<file path="config.mk">
export PLATFORM = sky130hd
export DESIGN_NAME = parity_frame_tx
export DESIGN_NICKNAME = d
export VERILOG_FILES = /design/src/rtl/parity_tx_pkg.sv /design/src/rtl/Parity_Gene.sv /design/src/rtl/parity_frame_tx.sv
export SDC_FILE = /design/constraint.sdc
export NUM_CORES = 1
export LEC_CHECK = 0
export ABC_AREA = 1
export ABC_CLOCK_PERIOD_IN_PS = 1800
export BUFFER_PORTS_ARGS = -buffer_cell sky130_fd_sc_hd__buf_2
export CAP_MARGIN = 25
export CORE_MARGIN = 10
export CORE_UTILIZATION = 50
export CTS_CLUSTER_DIAMETER = 120
export CTS_CLUSTER_SIZE = 16
export DETAILED_ROUTE_END_ITERATION = 7
export PLACE_DENSITY = 0.76
export SLEW_MARGIN = 30
export SYNTH_ARGS = -nofsm -noshare
export SYNTH_HDL_FRONTEND = slang
export SYNTH_SLANG_ARGS = --single-unit
</file>
<file path="constraint.sdc">
create_clock -name clk -period 1.8 [get_ports clk]
set_input_delay 0.09 -clock clk [delete_from_list [all_inputs] [get_ports clk]]
set_output_delay 0.09 -clock clk [all_outputs]
set_load 0.01 [all_outputs]
</file>
<file path="src/rtl/parity_tx_pkg.sv">
// Shared types and constants for the parity frame transmitter.
package parity_tx_pkg;

  localparam int unsigned DATA_W     = 4;
  localparam int unsigned FRAME_BITS = 7;
  localparam logic        TX_IDLE    = 1'b1;

  typedef enum logic [2:0] {
    IDLE,
    START,
    DATA,
    PARITY,
    STOP
  } state_e;

endpackage

</file>
<file path="src/rtl/Parity_Gene.sv">
// 4-input even-parity generator: e is high when a..d hold an odd number of ones.
module Parity_Gene (
  input  logic a,
  input  logic b,
  input  logic c,
  input  logic d,
  output logic e
);

  assign e = a ^ b ^ c ^ d;

endmodule

</file>
<file path="src/rtl/parity_frame_tx.sv">
// Two-requester serial frame transmitter: round-robin word accept, shared parity
// generator, 7-bit frame (start, 4 data LSB-first, parity, stop) on tx.
module parity_frame_tx
  import parity_tx_pkg::*;
#(
  parameter int unsigned BIT_CYCLES = 4
) (
  input  logic              clk,
  input  logic              rst,
  input  logic              req0,
  input  logic [DATA_W-1:0] data0,
  output logic              gnt0,
  input  logic              req1,
  input  logic [DATA_W-1:0] data1,
  output logic              gnt1,
  output logic              tx,
  output logic              busy,
  output logic              src,
  output logic              par
);

  localparam int unsigned      CNT_W    = $clog2(BIT_CYCLES + 1);
  localparam logic [CNT_W-1:0] CNT_LAST = CNT_W'(BIT_CYCLES - 1);
  // Index of the last data bit: frame minus start, parity and stop, minus one.
  localparam logic [1:0]       IDX_LAST = 2'(FRAME_BITS - 4);

  state_e            state_q;
  logic [CNT_W-1:0]  cnt_q;
  logic [1:0]        idx_q;
  logic [DATA_W-1:0] shift_q;
  logic              ptr_q;
  logic              gnt0_q;
  logic              gnt1_q;
  logic              tx_q;
  logic              busy_q;
  logic              src_q;
  logic              par_q;

  logic [DATA_W-1:0] word_mux;
  logic              par_gen;
  logic              bit_end;
  logic              arb_en;
  logic              win1;

  // Granted word feeds the single parity generator during the grant cycle.
  assign word_mux = gnt1_q ? data1 : data0;

  Parity_Gene u_parity_gene (
    .a (word_mux[3]),
    .b (word_mux[2]),
    .c (word_mux[1]),
    .d (word_mux[0]),
    .e (par_gen)
  );

  assign bit_end = (cnt_q == CNT_LAST);

  // Arbitrate in the cycle before an IDLE cycle, so the registered gnt lands in IDLE.
  assign arb_en = ((state_q == IDLE) && !gnt0_q && !gnt1_q) ||
                  ((state_q == STOP) && bit_end);

  // Requester 1 wins when alone, or on a tie when requester 0 was served last.
  assign win1 = req1 && (!req0 || !ptr_q);

  // Arbiter, frame FSM, bit timing and all registered outputs.
  always_ff @(posedge clk) begin
    if (rst) begin
      state_q <= IDLE;
      cnt_q   <= '0;
      idx_q   <= '0;
      shift_q <= '0;
      ptr_q   <= 1'b1;
      gnt0_q  <= 1'b0;
      gnt1_q  <= 1'b0;
      tx_q    <= TX_IDLE;
      busy_q  <= 1'b0;
      src_q   <= 1'b0;
      par_q   <= 1'b0;
    end else begin
      gnt0_q <= 1'b0;
      gnt1_q <= 1'b0;
      if (arb_en && (req0 || req1)) begin
        gnt0_q <= !win1;
        gnt1_q <= win1;
        ptr_q  <= win1;
      end

      cnt_q <= bit_end ? '0 : cnt_q + 1'b1;

      case (state_q)
        IDLE: begin
          cnt_q <= '0;
          if (gnt0_q || gnt1_q) begin
            state_q <= START;
            shift_q <= word_mux;
            par_q   <= par_gen;
            src_q   <= gnt1_q;
            tx_q    <= 1'b0;
            busy_q  <= 1'b1;
          end
        end
        START: begin
          if (bit_end) begin
            state_q <= DATA;
            idx_q   <= '0;
            tx_q    <= shift_q[0];
          end
        end
        DATA: begin
          if (bit_end) begin
            if (idx_q == IDX_LAST) begin
              state_q <= PARITY;
              tx_q    <= par_q;
            end else begin
              idx_q   <= idx_q + 1'b1;
              shift_q <= shift_q >> 1;
              tx_q    <= shift_q[1];
            end
          end
        end
        PARITY: begin
          if (bit_end) begin
            state_q <= STOP;
            tx_q    <= TX_IDLE;
          end
        end
        STOP: begin
          if (bit_end) begin
            state_q <= IDLE;
            tx_q    <= TX_IDLE;
            busy_q  <= 1'b0;
          end
        end
        default: begin
          state_q <= IDLE;
          tx_q    <= TX_IDLE;
          busy_q  <= 1'b0;
        end
      endcase
    end
  end

  assign gnt0 = gnt0_q;
  assign gnt1 = gnt1_q;
  assign tx   = tx_q;
  assign busy = busy_q;
  assign src  = src_q;
  assign par  = par_q;

endmodule

</file>
# Word-level counts from Yosys, hierarchy flattened
# Index checks and enable logic that the tools add are counted.
# classes
addsub	2
multipliers	0
n_div	0
n_lt_le_gt_ge	0
n_eq_ne	14
shifts	0
mux	25
bitwise	5
n_reduce_logical	27
# ops
operator	count
$mux 3	6
$mux 4	4
$pmux 3 s5	1
$ne 2x2->1 const B	6
$reduce_and 4->1	3
$eq 3x2->1 const B	3
$pmux 4 s2	1
$mux 1	7
$mux 2	3
$reduce_and 6->1	1
$reduce_or 3->1	2
$logic_and 1x1->1	5
$logic_not 1->1	5
$logic_or 1x1->1	4
$ne 2x1->1 const B	2
$pmux 1 s4	1
$pmux 2 s2	1
$reduce_bool 2->1	2
$reduce_or 2->1	2
$add 3x1->3 const B	1
$eq 3x1->1 const B	1
$eq 3x3->1 const B	1
$logic_not 3->1	1
$pmux 1 s3	1
other kinds (6)	9
# word_totals
regBits	19
latchBits	0
ram_bits	0
romBits	0
input_bits	12
out_inout_bits	6
wordCells	84
mem_count	0

# Longest topological paths before layout
# Gate-level depths: netlist (run 1).
# depth
depth_word	7
mapped_depth	9
ltp_nobuf	9

# Hierarchy
# Synthesis (run 1) repeated with hierarchy kept, for this count alone.
# unflattened
hier_cells	159
area_unflattened_um2	1027.2
# by_module_without_submodules
mod	instances	cells_each	area_per_inst_um2	seq_area_each_um2
parity_frame_tx	1	144	963.4	380.4
Parity_Gene	1	15	63.8	0.0

# Worst setup path after synthesis (run 1)
# Ideal clock, no wire load.
# synth_path
kind	flip-flop to flip-flop
startpoint	register cnt_q[0]
endpoint	register state_q[1]
setup_time_ns	0.116
arrival_ns	1.232
required_time_ns	1.684
path_slack_ns	0.452
stages_incl_launch_ff	9
n_path_buf	0
period_less_slack_ns	1.348
cell_sequence	dfxtp_1 ha_1 ha_1 inv_1 nand3_1 nand2_1 inv_1 o21ai_0 nor2_1
# synth_via
elab_chain_len	3
elab_cells_between_ends	6
cone_classes	5 x eq/ne; 1 x reduce/logical
# synth_rtl
item	line	rtl
from (decl)	parity_frame_tx.sv:28	logic [CNT_W-1:0] cnt_q;
from (signal assigned)	parity_frame_tx.sv:88	cnt_q <= bit_end ? '0 : cnt_q + 1'b1;
$eq 3x2->1 (*)	parity_frame_tx.sv:56	assign bit_end = (cnt_q == CNT_LAST);
$ne 2x2->1 (no line)	--	
$reduce_and 6->1 (no line) (*)	--	
to (signal assigned)	parity_frame_tx.sv:68	state_q <= IDLE;
to (signal assigned)	parity_frame_tx.sv:94	state_q <= START;
to (signal assigned)	parity_frame_tx.sv:104	state_q <= DATA;
to (decl)	parity_frame_tx.sv:27	state_e state_q;
# Mark *: on every way between the ends. The rest lies on a longest branch, timed or not.
# A chain may end at the register's enable or synchronous reset.

# Final worst setup path (run 1)
# Ends and elaborated chain as after synthesis.

==> results of run 1 <==
-- layout make-up --
| class | count | area (µm²) |
|---|---|---|
| Clock buffer | 4 | 26.3 |
| Multi-Input combinational cell | 124 | 632 |
| Timing Repair Buffer | 17 | 85.1 |
| Fill cell | 231 | 922 |
| Sequential cell | 19 | 380 |
| Tap cell | 28 | 35.0 |
| Inverter | 27 | 110 |
-- synthesized netlist by cell type --
cell type	instances
buf_2	2
dfxtp_1	19
o21ai_1	4
o21ai_0	8
o21ai_2	1
a21oi_2	1
nand3_2	3
o211ai_1	1
or2_2	1
nor2_4	1
a21oi_1	7
nand3_1	4
inv_1	23
nand2_8	1
nand2_2	4
nand2_1	55
inv_8	1
clkinv_2	1
inv_2	2
nand4_1	2
o211a_1	1
nor3_1	1
nor2_1	22
ha_1	3
nand2_4	4
-- power by group --
| group | internal, µW | leakage [µW] | total, µW | switching (µW) |
|---|---|---|---|---|
| sequential | 548 | 0.000155 | 663 | 115 |
| combinational | 384 | 0.000493 | 1140 | 751 |
| clock | 86.3 | 0.0000150 | 215 | 129 |
-- layer usage --
layer / share of wire, % / wire length [µm] / vias to the layer above
met2: 53 / 1330 / 20
met4: 1.8 / 46 / 0
met1: 41 / 1040 / 519
met3: 4.3 / 108 / 6
li1: - / - / 573
met5: 0 / 0 / -
-- critical path, cell delays in order (launching register included) --
cell     delay, ps
dfxtp_1        330
ha_1           190
ha_1           220
inv_1          150
nand3_1        130
nand2_1        110
inv_1           60
o21ai_0        160
nor2_1          50
-- logic make-up (layout without fill, tap and decap cells) --
family / Yosys count / after routing / synth area share [%]
DFF: 19 / 19 / 33.6
buffers and inverters: 29 / 48 / 10.6
and+or+nand+nor: 98 / 98 / 41.0
adders and majority gates: 3 / 3 / 3.32
AOI/OAI and AO/OA: 23 / 23 / 11.5
-- worst max-delay path by stage --
stage	slack (ps)	end	startpoint	depth (start not counted)
global placement	420	state_q[1]	cnt_q[0]	8
CTS	330	state_q[1]	cnt_q[0]	8
global route	160	par	gnt1	6
floorplan	450	state_q[1]	cnt_q[0]	8
finish	320	state_q[1]	cnt_q[0]	8
detailed placement	350	state_q[1]	cnt_q[0]	8
-- flip-flops by register name, indices dropped and copies added (netlist names) --
signal	flops
tx	1
idx_q	2
gnt1	1
shift_q	4
ptr_q	1
par	1
busy	1
cnt_q	3
src	1
gnt0	1
state_q	3
-- through the flow --
step           hold WS [ps]  cell area (µm²)
2_1_floorplan           152             1130
5_1_grt                17.9             1270
6_report               17.2             1270
3_5_place_dp            337             1240
3_3_place_gp            338             1240
4_1_cts                12.7             1270
==> flow_summary.json, run 1 <==
{
  "status": "completed",
  "cp.required_ps": 2000,
  "power.density_nw_per_um2": 1590,
  "drt-initial-drc-count": 51,
  "clk_pin_slew_worst_paths_ps": 110,
  "p_total_uw": 2010,
  "max_freq_mhz": 677,
  "crit_fanout": 4,
  "met1_usage_pct": 11.0,
  "grt_pass1_wl_mm": 4.29,
  "hold_viol": 0,
  "worst_r2r_path_depth": 8,
  "use_met2_pct": 22.8,
  "p_leak_uw": 0.000663,
  "synthesis.nets": 187,
  "crit_type": "register to register",
  "area_growth_pct": 12.0,
  "antenna_found_initial": 0,
  "final_common_cell": "nand2_1",
  "clk_path_buf_depth": 2,
  "fp.coreArea_um2": 2190,
  "ys_seq_area_share_pct": 33.6,
  "whs_path_depth": 2,
  "arrival_ps": 1680,
  "grt_remaining_overflow": 0,
  "h-tree-depth": 1,
  "mostFrequentLayoutCells": "nand2_1, inv_1, nor2_1",
  "rsz0062_at_grt": "false",
  "min_from": "rst",
  "cts_made_buffers": 3,
  "fp.dieArea_um2": 4570,
  "postRouteAntennaNets": 0,
  "synth-seq-cells": 19,
  "ios": 18,
  "yosysTopAreaCellShare_pct": 33.6,
  "final_cells": 219,
  "clk_latency_ps": 300,
  "grtUsageTotal_pct": 11.8,
  "wire_per_inst_um": 11.5,
  "cts-root-buf": "clkbuf_4",
  "r2r-start": "cnt_q[0]",
  "firstDrtPassIters": 4,
  "post-cts-setup-buffer-count": 0,
  "n_antenna_cell": 0,
  "ys.warnings.count": 0,
  "post-place-ws_ps": 346,
  "vdd_drop_max_mv": 1.15,
  "fin_nets": 207,
  "r2r_slack_ps": 320,
  "grt_pass1_vias": 1051,
  "cts.sinks": 19,
  "yosysTopAreaCell": "dfxtp_1",
  "yosysUniqueCellTypes": 25,
  "place_hpwl_mm": 2.02,
  "postLayoutCoreUtil_pct": 57.9,
  "slew_headroom_pct": 74.5,
  "synth.avg_cell_area_um2": 6.58,
  "final-setup-viol-count": 0,
  "placed_cells": 215,
  "grt_start_max_net_pins": 14,
  "holdBufCountCts": 0,
  "min_path_type": "primary input to register",
  "layout-drive-gt1-share_pct": 20.9,
  "cts_resized": 0,
  "via_per_inst": 5.11,
  "post-route-period-util_pct": 82.1,
  "num_rows": 17,
  "synth_area_leaders": "dfxtp_1, nand2_1, inv_1",
  "worst_setup_path_end_kind": "register",
  "start_util_pct": 51.7,
  "grtUsageMet3_pct": 2.98,
  "die_x_um": 67.6,
  "place_congestion": 0.938,
  "layout_setup_ws_ps": 322,
  "numPortBuffers": 17,
  "worst_slew_pin_slew_ps": 382,
  "r2r-end": "state_q[1]",
  "fin_skew_ps": 6.47,
  "syn-cell-area_um2": 1130,
  "min_to": "shift_q[0]",
  "top_usage_layer": "met2",
  "critPathLaunchType": "register",
  "syn_inst": 172,
  "vias": 1118,
  "slew_violations": 0,
  "routed_wl_mm": 2.53,
  "drc": 0,
  "drv_cap": 0,
  "finalSetupTns_ps": 0,
  "die_y_um": 67.6,
  "tritoncts": "yes",
  "final.min_clock_period_ps": 1480
}
(Power assumes the default switching activity.)
==> run 2, diff against run 1 <==
ABC_AREA = 0   (was 1)
ABC_CLOCK_PERIOD_IN_PS = 1310   (was 1800)
CORE_UTILIZATION = 48   (was 50)
PLACE_DENSITY = 0.77   (was 0.76)
clock period = 1.31 ns   (was 1.8 ns; I/O delays follow)
==> run 2 against run 1 <==
Net effect:
- the flow now finishes with violations (setup timing)
- register-to-register slack lost 550 ps
- first-iteration DRC count shrank 51%
- cell count shrank 19%
- sequential share of layout area shrank 3.9 points
- fmax shrank 4.0%
- synthesized cell count shrank 35%
- setup slack lost 550 ps
- utilization grew 19 points
==> flow_summary.json, run 2 <==
{
  "status": "finished, violations left",
  "violations": "setup timing",
  "drc": 0,
  "syn-cell-area_um2": 1020,
  "yosysTopAreaCellShare_pct": 37.4,
  "crit_fanout": 5,
  "worst_setup_path_end_kind": "register",
  "use_met2_pct": 19.0,
  "worst-path-buf-inv": 1,
  "wire_per_inst_um": 15.0,
  "vias": 950,
  "final.min_clock_period_ps": 1540,
  "ys_async_sr_fraction_pct": 0,
  "synth_top_flop_cell": "dfxtp_1",
  "cp_top_family": "compound AO/OA/AOI/OAI gates",
  "drt-initial-drc-count": 25,
  "n_antenna_cell": 0,
  "fp.dieArea_um2": 4360,
  "layout_setup_ws_ps": -229,
  "cts-root-buf": "clkbuf_4",
  "synth-edff-count": 0,
  "grt_pass1_wl_mm": 4.00,
  "hold_slack_ps": 10.4,
  "power.density_nw_per_um2": 1450,
  "place_congestion": 0.814,
  "fin_nets": 167,
  "synth.avg_cell_area_um2": 9.15,
  "clk_latency_ps": 290,
  "postRouteAntennaNets": 0,
  "postLayoutCoreUtil_pct": 76.8,
  "place_hpwl_mm": 1.79,
  "fp.coreArea_um2": 1980,
  "cpPeakStageDelay_ps": 350,
  "slew_violations": 0,
  "layout-drive-gt1-share_pct": 51.7,
  "met1_usage_pct": 13.2,
  "cts_made_buffers": 3,
  "placed_cell_area_um2": 1300,
  "grtUsageTotal_pct": 11.3,
  "synth_most_common_cell": "dfxtp_1",
  "worst_slew_pin_slew_ps": 363,
  "top_usage_layer": "met2",
  "stdcell_area_um2": 1520,
  "worst_r2r_path_depth": 6,
  "syn_inst": 111,
  "crit_cells": 6,
  "start_util_pct": 51.3,
  "post-place-ws_ps": -189,
  "post-route-period-util_pct": 117,
  "largestRegisters": "shift_q (4), cnt_q (3), state_q (3)",
  "rsz0062_at_grt": "true",
  "cp_slowest_cell": "dfxtp_2",
  "mostFrequentLayoutCells": "buf_4, buf_2, dfxtp_1",
  "crit_type": "register to register",
  "clk_pin_slew_worst_paths_ps": 100,
  "grt_remaining_overflow": 0,
  "critPathLaunchType": "register",
  "grt_pass1_vias": 915,
  "grtUsageMet3_pct": 2.88,
  "cp_cell_sequence": "ha_4, ha_4, buf_4, and2_4, o21a_1, a311o_1",
  "firstDrtPassIters": 4,
  "tritoncts": "yes",
  "largest_reg_flops": 4,
  "yosysUniqueCellTypes": 35,
  "via_per_inst": 5.34,
  "ios": 18,
  "yosysTopAreaCell": "dfxtp_1",
  "die_x_um": 66.0,
  "synthTopCellsByCount": "dfxtp_1, mux2i_1, nor2_1, nor3_1, inv_1",
  "whs_path_depth": 3,
  "crit_top_cell": "ha_4",
  "p_total_uw": 2210,
  "grt_start_max_net_pins": 20,
  "min_path_type": "primary input to register",
  "max_freq_mhz": 650,
  "routed_wl_mm": 2.68,
  "ys_seq_area_share_pct": 37.4,
  "fin_skew_ps": 3.43,
  "cts.sinks": 19,
  "numPortBuffers": 17,
  "ys.warnings.count": 0,
  "final_common_cell": "buf_4",
  "clk_path_buf_depth": 2,
  "slew_headroom_pct": 75.6,
  "area_growth_pct": 49.9,
  "synth-seq-cells": 19,
  "hold_viol": 0,
  "die_y_um": 66.0,
  "num_rows": 16,
  "drv_cap": 0,
  "antenna_found_initial": 0,
  "p_leak_uw": 0.000601,
  "final-setup-viol-count": 12,
  "h-tree-depth": 1,
  "cp.required_ps": 1500,
  "arrival_ps": 1730,
  "synthesis.nets": 126,
  "vdd_drop_max_mv": 1.29,
  "synth_area_leaders": "dfxtp_1, mux2i_1, nor3_1",
  "largest_register": "shift_q"
}
==> run 2: changes by cell type after synthesis, moves of 8 or more <==
cell     change
inv_1       -16
mux2i_1     +12
nand2_1     -52
nor2_1      -13
nor3_1       +8
==> run 2: path summary, 6_finish.rpt <==
kind / start / end / slack (ps)
max: cnt_q[0] / ptr_q / -230
min: req1 / gnt1 / 10
max reg2reg: cnt_q[0] / ptr_q / -230
min reg2reg: cnt_q[0] / cnt_q[0] / 450
==> run 2: final cells by class <==
type	instances	area, µm²
Multi-Input combinational cell	78	736
Sequential cell	19	398
Timing Repair Buffer	43	303
Fill cell	134	459
Inverter	7	26.3
Clock buffer	4	26.3
Tap cell	27	33.8
==> run 2: report_power, final <==
part	internal (µW)	switching, µW	total (µW)
Clock	118	169	287
Combinational	606	499	1100
Sequential	686	130	816
==> run 2: repair_timing <==
item                       4_1_cts  5_1_grt
setup endpoints to repair       14       15
pin swaps                        3       11
hold endpoints to repair         1        0
resized for setup                7       25
buffers inserted                 2        4
hold buffers                     1        0
==> run 2: cells by family after synthesis <==
group / after synthesis / synth area share (%)
flops: 19 / 37.4
fa+ha+maj: 3 / 3.69
simple gates: 37 / 20.7
mux: 12 / 11.8
compound gates: 22 / 15.6
buf+inv: 14 / 7.27
xor+xnor: 4 / 3.45
==> run 2: metal layers <==
layer | vias to the layer above | share of wire (%)
met3 | 6 | 3.1
li1 | 474 | -
met4 | 0 | 1.6
met2 | 19 | 53
met1 | 451 | 43
met5 | - | 0
==> run 2: per-stage QoR <==
stage	instances	TNS (ps)
detailed placement	167	-1220
global placement	167	-701
global route	178	-2720
CTS	174	-1050
floorplan	111	-868
finish	178	-1800
==> run 2: tightest hold or removal path, delay by kind of cell <==
kind	cells	cell delay, ps
buf+inv	2	150
compound gates	1	50
==> run 3, diff against run 2 <==
CELL_PAD_IN_SITES_DETAIL_PLACEMENT = 2   (was unset)
CELL_PAD_IN_SITES_GLOBAL_PLACEMENT = 2   (was unset)
CORE_UTILIZATION = 29   (was 48)
PLACE_DENSITY = 0.76   (was 0.77)
==> run 3 against run 2 <==
Net effect:
- the run still ends with setup timing left
- global-route usage rose by 1.1 points
- via count rose by 2.8%
- cell area fell by 1.5%
- non-clock buffer count fell by 2
- setup slack got worse by 34 ps
- critical path depth fell by 1
- die area rose by 44%
- flip-flop and latch count did not move
- largest cell class unchanged
- clock skew rose by 16 ps
- highest routed layer unchanged
- wire length rose by 35%
==> flow_summary.json, run 3 (same netlist as run 2, synthesis figures left out) <==
{
  "cts_made_buffers": 3,
  "routed_wl_mm": 3.60,
  "final_common_cell": "buf_4",
  "max_freq_mhz": 636,
  "h-tree-depth": 1,
  "antenna_found_initial": 0,
  "r2r-start": "gnt1",
  "min_path_type": "primary input to register",
  "final-setup-viol-count": 14,
  "clk_pin_slew_worst_paths_ps": 130,
  "min_to": "state_q[2]",
  "cts-root-buf": "clkbuf_4",
  "place_hpwl_mm": 2.34,
  "place_congestion": 0.708,
  "slew_violations": 0,
  "r2r_slack_ps": -260,
  "mostFrequentLayoutCells": "buf_4, buf_2, dfxtp_1",
  "hold_slack_ps": 120,
  "area_growth_pct": 47.7,
  "vdd_drop_max_mv": 0.541,
  "clk_latency_ps": 310,
  "power.density_nw_per_um2": 1460,
  "post-route-period-util_pct": 120,
  "layout_setup_ws_ps": -263,
  "grtUsageTotal_pct": 12.4,
  "worst_setup_path_end_kind": "register",
  "n_antenna_cell": 0,
  "fp.coreArea_um2": 3360,
  "vias": 977,
  "drt-initial-drc-count": 26,
  "cts.sinks": 19,
  "arrival_ps": 1790,
  "largest_reg_flops": 4,
  "num_rows": 21,
  "drc": 0,
  "die_y_um": 79.2,
  "worst_slew_pin_slew_ps": 372,
  "p_leak_uw": 0.000598,
  "clk_path_buf_depth": 2,
  "fin_skew_ps": 19.9,
  "fp.dieArea_um2": 6270,
  "grt_remaining_overflow": 0,
  "r2r-end": "ptr_q",
  "whs_path_depth": 2,
  "rsz0062_at_grt": "true",
  "cp.required_ps": 1530,
  "numPortBuffers": 17,
  "ios": 18,
  "worst_r2r_path_depth": 5,
  "wire_per_inst_um": 18.5,
  "status": "finished, violations left",
  "critPathLaunchType": "register",
  "die_x_um": 79.2,
  "crit_type": "register to register",
  "crit_fanout": 6,
  "stdcell_area_um2": 1500,
  "drv_cap": 0,
  "layout-drive-gt1-share_pct": 50.3,
  "tritoncts": "yes",
  "slew_headroom_pct": 74.8,
  "fillers": 379,
  "placed_cell_area_um2": 1300,
  "final.min_clock_period_ps": 1570,
  "grt_pass1_wl_mm": 6.08,
  "via_per_inst": 5.01,
  "start_util_pct": 30.2,
  "fin_nets": 165,
  "grt_pass1_vias": 1121,
  "firstDrtPassIters": 4,
  "violations": "setup timing",
  "postRouteAntennaNets": 0,
  "min_from": "rst",
  "hold_viol": 0,
  "largestRegisters": "shift_q (4), cnt_q (3), state_q (3)",
  "grt_start_max_net_pins": 20,
  "largest_register": "shift_q"
}
-- run 3: metrics by stage --
step	worst slack, ps	setup TNS, ps	std cells	util, %	total power (µW)
after floorplan	-150	-868	111	-	1340
final	-263	-2430	195	44.6	2190
after CTS	-286	-2030	193	42.9	2090
after detailed placement	-237	-1840	184	38.7	1660
after global placement	-173	-1140	184	38.7	1610
after global routing	-331	-3570	195	44.6	2340
-- run 3: report_power, final --
group	internal, µW	total [µW]	switching (µW)
clock	114	318	204
sequential	690	805	116
combinational	526	1070	542
-- run 3: metal layers --
| layer | global-route usage [%] | vias to the layer above | wire length (µm) |
|---|---|---|---|
| li1 | - | 468 | - |
| met1 | 13.7 | 481 | 1480 |
| met2 | 20.7 | 20 | 1930 |
| met3 | 4.28 | 8 | 137 |
| met4 | 6.27 | 0 | 60 |
| met5 | 0 | - | 0 |
-- run 3: layout make-up --
class	instances	area (µm²)	share of cell area, %
Timing Repair Buffer	41	278	18.5
Clock inverter	1	5.00	0.334
Tap cell	46	57.6	3.84
Clock buffer	3	22.5	1.50
Sequential cell	19	390	26.0
Inverter	7	26.3	1.75
Multi-Input combinational cell	78	721	48.0
-- run 3: timing repair --
item | 4_1_cts | 5_1_grt
setup endpoints to repair | 13 | 19
buffers inserted | 4 | 1
gates resized for setup | 21 | 9
pin swaps | 8 | 8
hold buffers | 1 | 1
hold endpoints to repair | 1 | 1
-- run 3: critical path, cell delays in order, from the launching register on --
cell     delay (ps)
dfxtp_4         420
buf_4           170
nor3_2          290
o21a_1          220
a21oi_2          60
a311o_1         320
-- run 3: worst max path at each step --
stage / start / to / slack, ps
floorplan: cnt_q[1] / shift_q[0] / -150
global placement: cnt_q[0] / shift_q[2] / -170
detailed placement: cnt_q[0] / shift_q[2] / -240
CTS: cnt_q[0] / shift_q[2] / -290
global route: cnt_q[1] / shift_q[0] / -330
finish: gnt1 / ptr_q / -260
